File: config.mk
export PLATFORM = sky130hd
export DESIGN_NAME = cpu_datapath
export DESIGN_NICKNAME = d
export VERILOG_FILES = /design/src/rtl/cpu_datapath_pkg.sv /design/src/rtl/cpu_datapath_alu.sv /design/src/rtl/cpu_datapath_reg_file.sv /design/src/rtl/cpu_datapath.sv
export SDC_FILE = /design/constraint.sdc
export NUM_CORES = 1
export LEC_CHECK = 0
export ABC_CLOCK_PERIOD_IN_PS = 15500
export CAP_MARGIN = 0
export CORE_UTILIZATION = 37
export DETAILED_ROUTE_END_ITERATION = 6
export PLACE_DENSITY = 0.62
export SYNTH_ARGS = -nofsm -noshare
export SYNTH_HDL_FRONTEND = slang
export SYNTH_SLANG_ARGS = --single-unit
File: constraint.sdc
create_clock -name clk -period 15.5 [get_ports clk]
set_input_delay 3.1 -clock clk [delete_from_list [all_inputs] [get_ports clk]]
set_output_delay 3.1 -clock clk [all_outputs]
set_load 0.05 [all_outputs]
File: src/rtl/cpu_datapath_pkg.sv
// Shared types for the 8-bit datapath: word, register names and ALU opcodes.
package cpu_datapath_pkg;

  typedef logic [7:0] word;

  typedef enum logic [1:0] {
    RegA = 2'd0,
    RegB = 2'd1,
    RegC = 2'd2,
    RegD = 2'd3
  } e_reg;

  typedef enum logic [3:0] {
    ALU_NOP   = 4'd0,
    ALU_ADD   = 4'd1,
    ALU_SUB   = 4'd2,
    ALU_AND   = 4'd3,
    ALU_OR    = 4'd4,
    ALU_XOR   = 4'd5,
    ALU_NOT   = 4'd6,
    ALU_SHL   = 4'd7,
    ALU_SHR   = 4'd8,
    ALU_PASSB = 4'd9
  } e_alu_op;

  localparam int NUM_REGS = 4;

endpackage

File: src/rtl/cpu_datapath_alu.sv
// Combinational 8-bit ALU; unknown opcodes yield zero.
module alu
  import cpu_datapath_pkg::*;
(
  input  e_alu_op op_i,
  input  word     a_i,
  input  word     b_i,
  output word     y_o,
  output logic    zero_o
);

  always_comb begin
    y_o = '0;
    case (op_i)
      ALU_NOP:   y_o = a_i;
      ALU_ADD:   y_o = a_i + b_i;
      ALU_SUB:   y_o = a_i - b_i;
      ALU_AND:   y_o = a_i & b_i;
      ALU_OR:    y_o = a_i | b_i;
      ALU_XOR:   y_o = a_i ^ b_i;
      ALU_NOT:   y_o = ~a_i;
      ALU_SHL:   y_o = {a_i[6:0], 1'b0};
      ALU_SHR:   y_o = {1'b0, a_i[7:1]};
      ALU_PASSB: y_o = b_i;
      default:   y_o = '0;
    endcase
  end

  assign zero_o = (y_o == '0);

endmodule

File: src/rtl/cpu_datapath_reg_file.sv
// 4x8 register file: two combinational read ports, one synchronous write port.
module reg_file
  import cpu_datapath_pkg::*;
(
  input  logic clk,
  input  logic rst,
  input  logic we_i,
  input  e_reg waddr_i,
  input  word  wdata_i,
  input  e_reg raddr1_i,
  input  e_reg raddr2_i,
  output word  rdata1_o,
  output word  rdata2_o
);

  word regs_q [NUM_REGS];

  // Reset wins over write so a reset cycle never leaves a partial update.
  always_ff @(posedge clk) begin
    if (rst) begin
      for (int i = 0; i < NUM_REGS; i++) regs_q[i] <= '0;
    end else if (we_i) begin
      regs_q[waddr_i] <= wdata_i;
    end
  end

  // Reads see the stored value only; a same-cycle write shows up next cycle.
  assign rdata1_o = regs_q[raddr1_i];
  assign rdata2_o = regs_q[raddr2_i];

endmodule

File: src/rtl/cpu_datapath.sv
// Single-cycle datapath: register file, ALU, operand/write-back muxes and PC.
module cpu_datapath
  import cpu_datapath_pkg::*;
(
  input  logic    clk,
  input  logic    rst,
  input  e_reg    rs,
  input  e_reg    rt,
  input  word     imm,
  input  e_alu_op alu_op,
  input  logic    reg_wr,
  input  logic    pc_src,
  input  logic    alu_src,
  input  logic    mem_to_reg,
  input  word     mem_data,
  output word     pc,
  output word     alu_out,
  output logic    alu_zero,
  output word     mem_wr_data
);

  word d1, d2, opb, wb;
  word pc_q, pc_d;

  assign opb = alu_src ? imm : d2;
  assign wb  = mem_to_reg ? mem_data : alu_out;

  reg_file u_rf (
    .clk      (clk),
    .rst      (rst),
    .we_i     (reg_wr),
    .waddr_i  (rs),
    .wdata_i  (wb),
    .raddr1_i (rs),
    .raddr2_i (rt),
    .rdata1_o (d1),
    .rdata2_o (d2)
  );

  alu u_alu (
    .op_i   (alu_op),
    .a_i    (d1),
    .b_i    (opb),
    .y_o    (alu_out),
    .zero_o (alu_zero)
  );

  // Jump beats increment; immediate-form instructions occupy two bytes.
  always_comb begin
    pc_d = pc_q + (alu_src ? 8'd2 : 8'd1);
    if (pc_src) pc_d = imm;
  end

  always_ff @(posedge clk) begin
    if (rst) pc_q <= '0;
    else     pc_q <= pc_d;
  end

  assign pc          = pc_q;
  assign mem_wr_data = d2;

endmodule

Yosys cells after proc, flatten, opt, wreduce, memory -nomap -nowiden. Memory sizes are Yosys's and may differ from the RTL's. Index checks and enable logic that the tools add are counted.

Register bits: 8. Memory bits (writable): 32. Input bits: 30. Output and inout port bits: 25. Logic and storage cells: 34. Memories: 1.

Add/subtract/negate cells: 3. Equal/unequal tests: 9. Muxes and demuxes: 13. Bitwise gates (word level): 4. Reductions and logical operators: 3.

Memory list: u_rf.regs_q (words 4, bits a word 8, read ports 2, clocked after memory_dff 0, wr ports 4, RTL line cpu_datapath_reg_file.sv:16) `word regs_q [NUM_REGS];`.

Operators by type and width (count): case mux 8 bit (10 select lines) (1); two-way mux 8 bit (4); == test 4 x 3 -> 1 bit, second input constant (4); adder 8 x 2 -> 8 bit (1); adder 8 bit (1); bitwise AND 8 bit (1); == test 4 x 2 -> 1 bit, second input constant (2); == test 4 bit, second input constant (2); logical NOT 8 bit (1); inverter 8 bit (1); bitwise OR 8 bit (1); OR reduction 8 bit (1); subtractor 8 bit (1); bitwise XOR 8 bit (1); two-way mux 1 bit (6); == test 4 x 1 -> 1 bit, second input constant (1); logical NOT 4 bit (1); two-way mux 2 bit (2).

Longest topological paths before layout. Gate-level depths: netlist of the first run. An unclocked memory read counts as a cell.

Depth after elaboration: 6. Gate-level depth with buffers: 18. Mapped depth without buffers: 17.

Cells and area by module. A second synthesis of the first run with hierarchy kept.

Cells, all modules: 365. Area, all modules: 3828.7 µm².

By module, submodules not included: reg_file (instances 1, cells an instance 94, area an instance 1671.6 µm², sequential area each 960.9 µm²); alu (instances 1, cells an instance 201, area an instance 1520.2 µm², sequential area each 0.0 µm²); cpu_datapath (instances 1, cells an instance 70, area an instance 636.9 µm², sequential area each 160.2 µm²).

Worst setup path after synthesis of the first run. Ideal clock, no wire load.

Path kind: input -> output. Start: input rt[0]. End: output alu_zero. Data arrival time: 7.656 ns. Required time: 12.400 ns. Setup slack: 4.744 ns. Cell stages on the path: 14. Path buffers: 1. Path through: buf_6 > mux4_2 > nand2_1 > and2_1 > ha_1 > nor2_1 > a21oi_1 > fa_1 > xnor2_1 > a221oi_1 > nand4_1 > or4_1 > or4_1 > nor2_1.

Longest elaborated chain between the ends: 5. Elaborated cells on any way between the ends: 9. Those cells by class: add/sub: 2; mux: 2; bitwise: 3; reduce/logical: 1; memory: 1.

RTL lines: start, declared (RTL line cpu_datapath.sv:8) `input e_reg rt,`; memory read (4 x 8 bit) (*); named net mem_wr_data[1] (RTL line cpu_datapath.sv:19) `output word mem_wr_data`; two-way mux 8 bit (*) (RTL line cpu_datapath.sv:25) `assign opb = alu_src ? imm : d2;`; subtractor 8 bit or adder 8 bit (tied branches) (RTL line cpu_datapath_alu.sv:17, cpu_datapath_alu.sv:16); case mux 8 bit (10 select lines) (*) (RTL line cpu_datapath_alu.sv:14) `case (op_i)`; named net alu_out[2] (RTL line cpu_datapath.sv:17) `output word alu_out,`; logical NOT 8 bit (*) (RTL line cpu_datapath_alu.sv:29) `assign zero_o = (y_o == '0);`; end, declared (RTL line cpu_datapath.sv:18) `output logic alu_zero,`.

Mark *: on every way through the listed nets, which the timed path passes. The rest lies on a longest branch.

Final worst setup path of the first run.
Start: input rt[0]. End: output alu_zero.

Longest elaborated chain between the ends: 5. Elaborated cells on any way between the ends: 9. Those cells by class: add/sub: 2; mux: 2; bitwise: 3; reduce/logical: 1; memory: 1.

RTL lines: memory read (4 x 8 bit) (*); two-way mux 8 bit (*) (RTL line cpu_datapath.sv:25); subtractor 8 bit, or another cell as far along (RTL line cpu_datapath_alu.sv:17) `ALU_SUB: y_o = a_i - b_i;`; case mux 8 bit (10 select lines) (*) (RTL line cpu_datapath_alu.sv:14); logical NOT 8 bit (*) (RTL line cpu_datapath_alu.sv:29).

Every way passes the cells marked *; elsewhere a longest branch is shown, timed or not.

==> key figures, run 1 <==
Pwr
  • Worst IR Drop VDD: between 0.05 and 0.06 mV
  • Pwr Total: 0.3582 mW
  • Power per Cell Area: about 85 nW/µm²
  • Cell leakage power: 1.699 nW

GRT
  • First-pass GRT wire length: about 16000 µm
  • Global route overflow: 0
  • GRT Total Usage: approximately a fifth
  • Largest net degree at the start of global routing: 16
  • Initial antenna violation count: 0
  • Number of global-route vias before repair: 2993

Place
  • Port Buffers: 54
  • DPL Wire Length: 7846 µm
  • GPL Wtd Cong: roughly 0.86
  • Post-Place Worst Slack: about 4 ns
  • Placed Area: 4114 µm²
  • Placed instance count: 517

Synth
  • Syn Std Cell Area: about 3500 µm²
  • Post-Syn Instances: ~360
  • EDFF count, synth: 32
  • Post-synth cell types: 55
  • Post-synthesis async set-or-reset flop share: 0%
  • Post-synth top flop: edfxtp_1
  • Synthesized Nets: roughly 420
  • Avg Inst Size Synth: a little under 10 µm²
  • Seq cells post-synth: 40
  • Ys Warns: 0
  • Seq/Total Area, Yosys: between 30 and 40%

Worst setup path
  • Max incr delay on CP: a little under 0.9 ns
  • Element type at the critical path start: input pin
  • CP required: about 12 ns
  • CP Capture Type: output port
  • Worst-path fanout max: 14
  • Crit-path cells: clkdlybuf4s50_1 -> mux4_2 -> nand2_1 -> nand2_1 -> inv_1 -> ha_1 -> nor2_1 -> a21oi_1 -> inv_1 -> ha_1 -> nor2b_1 -> o21a_1 -> nor2_1 -> xnor2_1 -> a211o_1 -> or4_1 -> or4_1 -> nor2_1 -> clkdlybuf4s50_1
  • Most used cell along the critical path: nor2_1
  • CP arrival: about 8.4 ns
  • Slowest cell on the critical path: clkdlybuf4s50_1
  • Crit Path Class: input pin to output port

Floorplanning
  • Die height: between 90 and 100 µm
  • # rows: 35
  • Die W: roughly 100 µm
  • Core area: 9196 µm²
  • Die area: a little under 10000 µm²
  • IO Pins: 55
  • Initial core utilization: 37.90%

CTS
  • Hold Buf Count CTS: 0
  • CTS Sinks: 40
  • CTS Buffer Depth: 2
  • Post_cts resized: 0
  • Clock-pin slew on the worst setup and hold paths: around 0.080 ns
  • Root Buffer: clkbuf_8
  • TritonCTS Buffers: 5
  • H-tree levels: 2
  • CTS tree: yes
  • Setup Buffers After CTS: 0
  • Insertion delay to the later sink of the worst-skew pair: about 0.30 ns

Timing
  • Final setup fails: 0
  • Final worst slack: 3.992 ns
  • Setup TNS: 0 ns
  • Final Hold Fails: 0
  • Clock Skew: about 0.0076 ns
  • Fmax: between 80 and 90 MHz
  • Worst hold slack: between 0.6 and 0.7 ns
  • Post-layout min period: ~12 ns
  • Slew margin rel.: between 30% and 40%
  • Fin. max-slew vios: 0
  • Fin crit share: approximately three quarters
  • Worst Max-Slew Pin Slew: approximately 0.93 ns
  • RSZ-0062 raised after global routing: no

Finish
  • Multi-input gate area: about 2200 µm²
  • Ant diodes: 0
  • Final nets: around 470
  • Layout fillers: between 800 and 900
  • Layout cells sized above 1: under 10%
  • Fin util: 45.95%
  • Synthesis-to-finish area growth: 21.21%
  • Register area: about 1100 µm²
  • Non-filler cells, final: approximately 530
  • Fin area: between 4000 and 5000 µm²

Detailed routing
  • Via count: between 3000 and 4000
  • Avg WL per Cell: around 19 µm
  • DR iter-0 viols: 150
  • DR vias/cell: 5.789
  • First-pass DRT Iterations: 4
  • Routed Antenna Nets: 0
  • Drc violations: 0
  • Routed wire length: approximately 9800 µm

Min path
  • Hold WC Path Type: flip-flop to flip-flop

Run
  • Max-cap violations: 0

Status
  • Status: complete, no violations
[power by group]
part	switching, mW	internal, mW
registers	0.00360	0.122
clock network	0.0382	0.0477
logic	0.0887	0.0580
[cell families after synthesis]
family | count (synthesis) | synth area share [%]
and+or+nand+nor | 131 | 18.06
xor gates and xnor gates | 19 | 4.774
buffers and inverters | 44 | 5.240
DFF | 40 | 32.16
muxes | 31 | 15.18
AOI/OAI and AO/OA | 70 | 14.11
adders and majority gates | 28 | 10.48
[routing by layer]
metal	share of wire, %	GRT usage, %
met2	49	35.77
met3	4.6	2.057
met5	0	0
met1	44	27.20
met4	2.2	7.353
[path summary, 6_finish.rpt]
path / start / end / slack (ns) / cells after the start
max reg2reg: u_rf.regs_q[2][0]$_SDFFCE_PN0P_ / u_rf.regs_q[1][6]$_SDFFCE_PN0P_ / 11.62 / 16
min reg2reg: pc[0]$_SDFF_PP0_ / pc[0]$_SDFF_PP0_ / 0.62 / 3
min: pc[0]$_SDFF_PP0_ / pc[0]$_SDFF_PP0_ / 0.62 / 3
max: rt[0] / alu_zero / 3.99 / 19
[sequential cells by signal, indices dropped and copies added (netlist names)]
register	count
pc	8
u_rf.regs_q	32
[critical path, delay by kind of cell]
family | cells | cell delay (ns)
simple gates | 8 | 1.56
fa+ha+maj | 2 | 0.40
buf+inv | 4 | 1.90
xor+xnor | 1 | 0.08
mux | 1 | 0.63
compound gates | 3 | 0.72
[placed cells by master, fill, tap and decap left out, types with 2 or more instances in the layout]
master           count
o2111ai_1            2
mux4_2               8
xor2_1               5
mux2i_1             11
o21ai_0              9
a22oi_1              7
or4_1                2
clkbuf_8             5
nand2b_1            16
nand2_1             23
a221oi_1             4
xnor2_1             14
nor2_1              53
a32oi_1              3
o211ai_1             6
dfxtp_1              8
nand4_1              3
o211a_1              2
a211oi_1             2
a211o_1              3
fa_1                 2
clkdlybuf4s50_1     54
mux4_1               6
nor4_1               3
a21oi_1             11
nor2b_1              6
or3_1                5
edfxtp_1            32
o21a_1               4
nand3_1              4
nor3_1               7
a21o_1               2
mux2_2               4
and2_1               2
ha_1                26
buf_4                2
a31oi_1              4
inv_1               30
o22ai_1              5
[cells in the mapped netlist, drive strengths merged, types with 5 or more instances]
cell / instances / area, µm²
nor2: 53 / 198.9
edfxtp: 32 / 960.9
inv: 31 / 116.4
ha: 26 / 325.3
nand2: 23 / 86.33
nand2b: 16 / 100.1
mux4: 14 / 337.8
xnor2: 14 / 122.6
mux2i: 13 / 146.4
a21oi: 11 / 55.05
clkbuf: 9 / 33.78
o21ai: 9 / 45.04
dfxtp: 8 / 160.2
a22oi: 7 / 52.55
nor3: 7 / 35.03
nor2b: 6 / 37.54
o211ai: 6 / 45.04
o22ai: 5 / 31.28
or3: 5 / 31.28
xor2: 5 / 43.79
[layout make-up]
| type | count | area share [%] |
|---|---|---|
| sequential | 40 | 26.53 |
| tap | 111 | 3.287 |
| inverter | 31 | 2.754 |
| clock buffer | 5 | 1.629 |
| timing repair buffer | 56 | 13.15 |
| multi-input combinational | 279 | 51.64 |
| clock inverter | 3 | 1.007 |
Note: power is estimated with default switching activity, not from simulation.
==> inputs of run 2 (changes only) <==
--- a/config.mk
+++ b/config.mk
@@ -5,7 +5,7 @@
 export SDC_FILE = /design/constraint.sdc
 export NUM_CORES = 1
 export LEC_CHECK = 0
-export ABC_CLOCK_PERIOD_IN_PS = 15500
+export ABC_CLOCK_PERIOD_IN_PS = 10600
 export CAP_MARGIN = 0
 export CORE_UTILIZATION = 37
 export DETAILED_ROUTE_END_ITERATION = 6
==> constraint.sdc (replaced) <==
create_clock -name clk -period 10.6 [get_ports clk]
set_input_delay 2.12 -clock clk [delete_from_list [all_inputs] [get_ports clk]]
set_output_delay 2.12 -clock clk [all_outputs]
set_load 0.05 [all_outputs]
==> run 2 against run 1 <==
  * Critical path type unchanged
  * Largest power group unchanged
  * Sequential share of layout area fell by 0.18 points
  * Global-route usage is 0.37 points higher
  * Sequential power increased by 46%
  * Wire length up 0.93%
  * Final area grew 0.68%
  * Die area stayed put
  * Critical path depth did not move
  * Via count down 1.6%
  * Setup slack got worse by 2.9 ns
==> key figures, run 2 (same netlist as run 1, synthesis figures left out) <==
Pwr
  • Gate power share: 39.1% (-1.9 points)
  • Sw frac: 34.76% (-1.7 points)
  • Switching pwr: 0.1904 mW (+46%)
  • Worst IR Drop VDD: 0.06713 mV (+23%)
  • Clock power share: 27.3% (+3.3 points)
  • Power Internal: 0.3575 mW (+57%)
  • Power per Cell Area: 128.8 nW/µm² (+52%)
  • Reg power frac: 33.6% (-1.5 points)
  • Cell leakage power: 1.715 nW (+0.95%)

Finish
  • Max FFs per register: 32 (unchanged)
  • Layout cells sized above 1: 6.747% (-0.016 points)
  • Synthesis-to-finish area growth: 22.04%
  • Ant diodes: 0 (unchanged)
  • Layout fillers: 894 (+1.0%)
  • Fin util: 46.26% (+0.31 points)
  • Most common cell after layout, fill and taps aside: clkdlybuf4s50_1
  • Fin area: 4254 µm² (+0.68%)
  • Final nets: 472 (+0.21%)
  • Top reg by flops: u_rf.regs_q
  • Register area: 1121 µm² (unchanged)
  • Most frequent cells in the layout: 54 x clkdlybuf4s50_1, 53 x nor2_1, 32 x edfxtp_1
  • Multi-input gate area: 2182 µm² (unchanged)

GRT
  • Largest net degree at the start of global routing: 16 (unchanged)
  • Global route overflow: 0 (unchanged)
  • GRT Total Usage: 21.14% (+0.37 points)
  • Number of global-route vias before repair: 3042 (+1.6%)
  • First-pass GRT wire length: 15890 µm (+1.7%)
  • Initial antenna violation count: 0 (unchanged)

Place
  • DPL Wire Length: 7867 µm (+0.27%)
  • Port Buffers: 54 (unchanged)
  • Placed Area: 4121 µm² (+0.18%)
  • GPL Wtd Cong: 0.8614 (+0.34%)

Worst setup path
  • Worst flop-to-flop path startpoint: u_rf.regs_q[2][0]$_SDFFCE_PN0P_
  • CP required: 8.48 ns (-3.92 ns)
  • Crit-path cells: clkdlybuf4s50_1 -> mux4_2 -> nand2_1 -> nand2_1 -> inv_1 -> ha_1 -> nor2_1 -> a21oi_1 -> inv_1 -> ha_1 -> nor2b_1 -> o21a_1 -> nor2_1 -> xnor2_1 -> a211o_1 -> or4_1 -> or4_1 -> nor2_1 -> clkdlybuf4s50_1
  • Most used cell along the critical path: nor2_1
  • CP Capture Type: output port
  • Crit Path Class: input pin to output port
  • Cell family with most CP delay: buffers and inverters
  • Element type at the critical path start: input pin
  • CP arrival: 7.43 ns (-0.98 ns)
  • CP bufs+invs: 4 (unchanged)
  • CP startpoint: rt[0]
  • Worst-path fanout max: 14 (unchanged)
  • Max incr delay on CP: 0.90 ns (about the same)
  • Slowest cell on the critical path: clkdlybuf4s50_1

Floorplanning
  • Core area: 9196 µm² (unchanged)
  • # rows: 35 (unchanged)
  • Initial core utilization: 37.90% (unchanged)
  • IO Pins: 55 (unchanged)
  • Die area: 9813 µm² (unchanged)
  • Die W: 99.06 µm (unchanged)
  • Die height: 99.06 µm (unchanged)

Timing
  • Clock Skew: 0.01236 ns (+0.004731 ns)
  • Worst Max-Slew Pin Slew: 0.8677 ns (-0.06371 ns)
  • Fin crit share: 90.12%
  • Fin. max-slew vios: 0 (unchanged)
  • RSZ-0062 raised after global routing: no
  • Final Hold Fails: 0 (unchanged)
  • Slew margin rel.: 41.81% (+4.3 points)
  • Fmax: approximately 100 MHz
  • Worst hold slack: 0.6444 ns (+0.02381 ns)
  • Setup TNS: 0 ns (unchanged)
  • Final setup fails: 0 (unchanged)
  • Post-layout min period: 9.553 ns

Detailed routing
  • Via count: 2990 (-1.6%)
  • Routed wire length: 9876 µm (+0.93%)
  • DR iter-0 viols: 153 (+2.0%)
  • Drc violations: 0 (unchanged)
  • DR vias/cell: 5.684 (-1.8%)
  • Avg WL per Cell: 18.78 µm (+0.74%)
  • First-pass DRT Iterations: 4 (unchanged)
  • Routed Antenna Nets: 0 (unchanged)

Run
  • Max-cap violations: 0 (unchanged)

CTS
  • CTS Sinks: 40 (unchanged)
  • Insertion delay to the later sink of the worst-skew pair: 0.30 ns (about the same)
  • Hold Buf Count CTS: 0 (unchanged)
  • Clock-pin slew on the worst setup and hold paths: 0.08 ns (about the same)
  • CTS Buffer Depth: 2 (unchanged)
  • Root Buffer: clkbuf_8
  • H-tree levels: 2 (unchanged)
  • Setup Buffers After CTS: 0 (unchanged)
  • CTS tree: yes
  • Post_cts resized: 0 (unchanged)
  • TritonCTS Buffers: 5 (unchanged)

Min path
  • Hold WC Path Type: flip-flop to flip-flop
  • Origin of the worst min-delay path: pc[7]$_SDFF_PP0_

Status
  • Status: complete, no violations
run 2: cell type report:
| cell class | count | share of cell area, % |
|---|---|---|
| clock buffer | 6 | 1.706 |
| clock inverter | 2 | 1.412 |
| inverter | 31 | 2.735 |
| multi-input combinational | 279 | 51.29 |
| sequential | 40 | 26.35 |
| tap | 111 | 3.265 |
| timing repair buffer | 57 | 13.24 |
run 2: final timing paths:
kind,endpoint,slack [ns],cells past startpoint
hold / removal,pc[7]$_SDFF_PP0_,0.64,4
setup reg to reg,u_rf.regs_q[1][6]$_SDFFCE_PN0P_,6.70,16
setup / recovery,alu_zero,1.05,19
hold reg to reg,pc[7]$_SDFF_PP0_,0.64,4
run 2: layer usage:
metal / global-route usage [%] / wire, µm / share of wire, %
met1: 27.24 / 4501 / 46
met2: 37.12 / 4901 / 50
met3: 2.766 / 329 / 3.3
met4: 6.109 / 144 / 1.5
met5: 0 / 0 / 0
run 2: per-stage QoR:
step / power [mW] / instances / worst slack (ns)
final: 0.5479 / 526 / 1.047
after global routing: 0.5755 / 526 / 0.6689
after CTS: 0.5504 / 526 / 1.051
after detailed placement: 0.4006 / 518 / 1.060
after global placement: 0.3976 / 518 / 1.123
after floorplan: 0.3356 / 363 / 1.804
run 2: tightest hold or removal path, delay by kind of cell (launching register included):
family	cells	cell delay, ns
xor gates and xnor gates	1	0.07
AOI/OAI and AO/OA	1	0.05
and+or+nand+nor	2	0.15
DFF	1	0.35
run 2: power by group through the flow:
stage               clock [mW]  sequential [mW]  combinational, mW
finish                   0.150            0.184              0.214
detailed placement           0            0.187              0.213
floorplan                    0            0.193              0.143
global placement             0            0.187              0.211
CTS                      0.152            0.184              0.214
global route             0.159            0.185              0.231
==> inputs of run 3 (changes only) <==
==> constraint.sdc (replaced) <==
create_clock -name clk -period 10.6 [get_ports clk]
set_input_delay 3.18 -clock clk [delete_from_list [all_inputs] [get_ports clk]]
set_output_delay 3.18 -clock clk [all_outputs]
set_load 0.05 [all_outputs]
==> run 3 against run 2 <==
  * Register-to-register slack gained 0.03 ns
  * Sequential share of layout area shrank 0.92 points
  * First-iteration DRC count fell by 2.6%
==> key figures, run 3 (same netlist as run 1, synthesis figures left out) <==
Status
  • Status: complete, no violations

Timing
  • Clock Skew: 0.009820 ns (-0.002545 ns)
  • Fmax: 97.83 MHz (-6.5%)
  • Fin. max-slew vios: 0 (unchanged)
  • Worst Max-Slew Pin Slew: 0.7993 ns (-0.06839 ns)
  • Fin crit share: 96.43% (+6.3 points)
  • Final Hold Fails: 0 (unchanged)
  • Final worst slack: 0.3781 ns (-0.6689 ns)
  • Post-layout min period: 10.22 ns (+0.6689 ns)
  • Worst hold slack: 0.6372 ns (-0.007193 ns)
  • Slew margin rel.: 46.39% (+4.6 points)
  • RSZ-0062 raised after global routing: no
  • Final setup fails: 0 (unchanged)

Place
  • Post-Place Worst Slack: 0.04069 ns (-1.020 ns)
  • GPL Wtd Cong: 0.9103 (+5.7%)
  • DPL Wire Length: 8140 µm (+3.5%)
  • Port Buffers: 54 (unchanged)
  • Placed Area: 4312 µm² (+4.6%)

GRT
  • Initial antenna violation count: 0 (unchanged)
  • First-pass GRT wire length: 16130 µm (+1.5%)
  • Global route overflow: 0 (unchanged)
  • Met3 GRT Util: 3.262% (+0.50 points)
  • Largest net degree at the start of global routing: 16 (unchanged)
  • Met2 usage: 36.15% (-0.97 points)
  • Number of global-route vias before repair: 3050 (+0.26%)
  • Met1 Use GR: 27.96% (+0.71 points)
  • Busiest grt layer: met2
  • GRT Total Usage: 21.22% (+0.078 points)

Worst setup path
  • CP startpoint: alu_op[1]
  • Element type at the critical path start: input pin
  • Worst flop-to-flop path startpoint: u_rf.regs_q[2][0]$_SDFFCE_PN0P_
  • Worst-path fanout max: 10 (-4)
  • CP Capture Type: output port
  • Crit Path Class: input pin to output port
  • CP arrival: 7.04 ns (-0.39 ns)
  • CP required: 7.42 ns (-1.06 ns)

Detailed routing
  • Avg WL per Cell: 18.32 µm (-2.4%)
  • Routed wire length: 10000 µm (+1.3%)
  • Drc violations: 0 (unchanged)
  • Via count: 3062 (+2.4%)
  • DR iter-0 viols: 149 (-2.6%)
  • First-pass DRT Iterations: 4 (unchanged)
  • Routed Antenna Nets: 0 (unchanged)
  • DR vias/cell: 5.608 (-1.3%)

CTS
  • CTS Sinks: 40 (unchanged)
  • Insertion delay to the later sink of the worst-skew pair: 0.29 ns (about the same)
  • CTS Buffer Depth: 2 (unchanged)
  • TritonCTS Buffers: 5 (unchanged)
  • Clock-pin slew on the worst setup and hold paths: 0.08 ns (about the same)
  • Setup Buffers After CTS: 0 (unchanged)
  • H-tree levels: 2 (unchanged)
  • CTS tree: yes
  • Root Buffer: clkbuf_8

Min path
  • Hold WC Path Type: flip-flop to flip-flop
  • Origin of the worst min-delay path: pc[0]$_SDFF_PP0_

Floorplanning
  • Initial core utilization: 37.90% (unchanged)
  • Die area: 9813 µm² (unchanged)
  • IO Pins: 55 (unchanged)
  • # rows: 35 (unchanged)
  • Die W: 99.06 µm (unchanged)
  • Die height: 99.06 µm (unchanged)
  • Core area: 9196 µm² (unchanged)

Pwr
  • Switching pwr: 0.1958 mW (+2.8%)
  • Clock power share: 19.5% (-7.8 points)
  • Pwr Total: 0.5214 mW (-4.8%)
  • Reg power frac: 35.3% (+1.7 points)
  • Cell leakage power: 1.832 nW (+6.8%)
  • Power Internal: 0.3256 mW (-8.9%)
  • Worst IR Drop VDD: 0.07378 mV (+9.9%)
  • Gate power share: 45.1% (+6.0 points)
  • Sw frac: 37.56% (+2.8 points)
  • Power per Cell Area: 118.3 nW/µm² (-8.2%)

Finish
  • Most frequent cells in the layout: 52 x nor2_1, 46 x clkdlybuf4s50_1, 32 x edfxtp_1
  • Most common cell after layout, fill and taps aside: nor2_1
  • Top reg by flops: u_rf.regs_q
  • Ant diodes: 0 (unchanged)
  • Layout cells sized above 1: 13.56% (+6.8 points)
  • Final nets: 492 (+4.2%)
  • Max FFs per register: 32 (unchanged)
  • Fin area: 4408 µm² (+3.6%)
  • Synthesis-to-finish area growth: 26.45%
  • Fin util: 47.93% (+1.7 points)

Run
  • Max-cap violations: 0 (unchanged)
==> run 3: cell count changes in the layout (fill, tap and decap cells not counted), sizes merged <==
cell / change
buf: +26
bufinv: -2
clkdlybuf4s50: -8
clkinv: +1
clkinvlp: +1
dlymetal6s2s: +2
==> run 3: metrics by stage <==
stage               setup TNS (ns)  std cells
finish                           0        546
global route                     0        546
CTS                              0        546
detailed placement               0        538
global placement                 0        538
floorplan                  -0.1962        363
==> run 3: routing by layer <==
metal  routed length [µm]  vias up
li1                     -     1472
met1                 4516     1499
met2                 4940       79
met3                  392       12
met4                  154        0
met5                    0        -
==> run 3: worst paths after layout <==
path / endpoint / slack, ns / depth (start not counted)
worst min-delay path: pc[0]$_SDFF_PP0_ / 0.64 / 3
worst max-delay path: alu_zero / 0.38 / 17
worst min register to register: pc[0]$_SDFF_PP0_ / 0.64 / 3
worst max register to register: u_rf.regs_q[0][6]$_SDFFCE_PN0P_ / 6.73 / 17
==> run 3: what timing repair did <==
item | 4_1_cts | 5_1_grt
gates resized for setup | 0 | 5
hold buffers | 0 | 0
endpoints found under the setup margin | 0 | 1
==> run 3: area by class of cell <==
type | instances | area, µm²
clock inverter | 2 | 12.51
inverter | 31 | 116.4
timing repair buffer | 77 | 753.2
multi-input combinational | 279 | 2193
tap | 111 | 138.9
clock buffer | 6 | 72.57
sequential | 40 | 1121
fill | 902 | 4788
==> run 3: power groups by stage <==
stage / logic, mW / clock network (mW) / registers, mW
4_1_cts: 0.235 / 0.102 / 0.184
5_1_grt: 0.253 / 0.110 / 0.186
3_5_place_dp: 0.233 / 0 / 0.188
3_3_place_gp: 0.231 / 0 / 0.187
2_1_floorplan: 0.144 / 0 / 0.193
6_report: 0.235 / 0.102 / 0.184
==> run 3: worst max-delay path, stage by stage <==
cell	delay, ns
clkdlybuf4s50_1	0.66
nand2b_1	0.19
nor3_1	0.18
buf_4	0.18
nor2_1	0.06
a21oi_2	0.14
inv_1	0.06
ha_1	0.26
nor2b_1	0.14
o21a_1	0.16
nor2_1	0.11
xnor2_1	0.08
a211o_1	0.30
or4_1	0.54
or4_1	0.47
nor2_2	0.18
buf_12	0.15
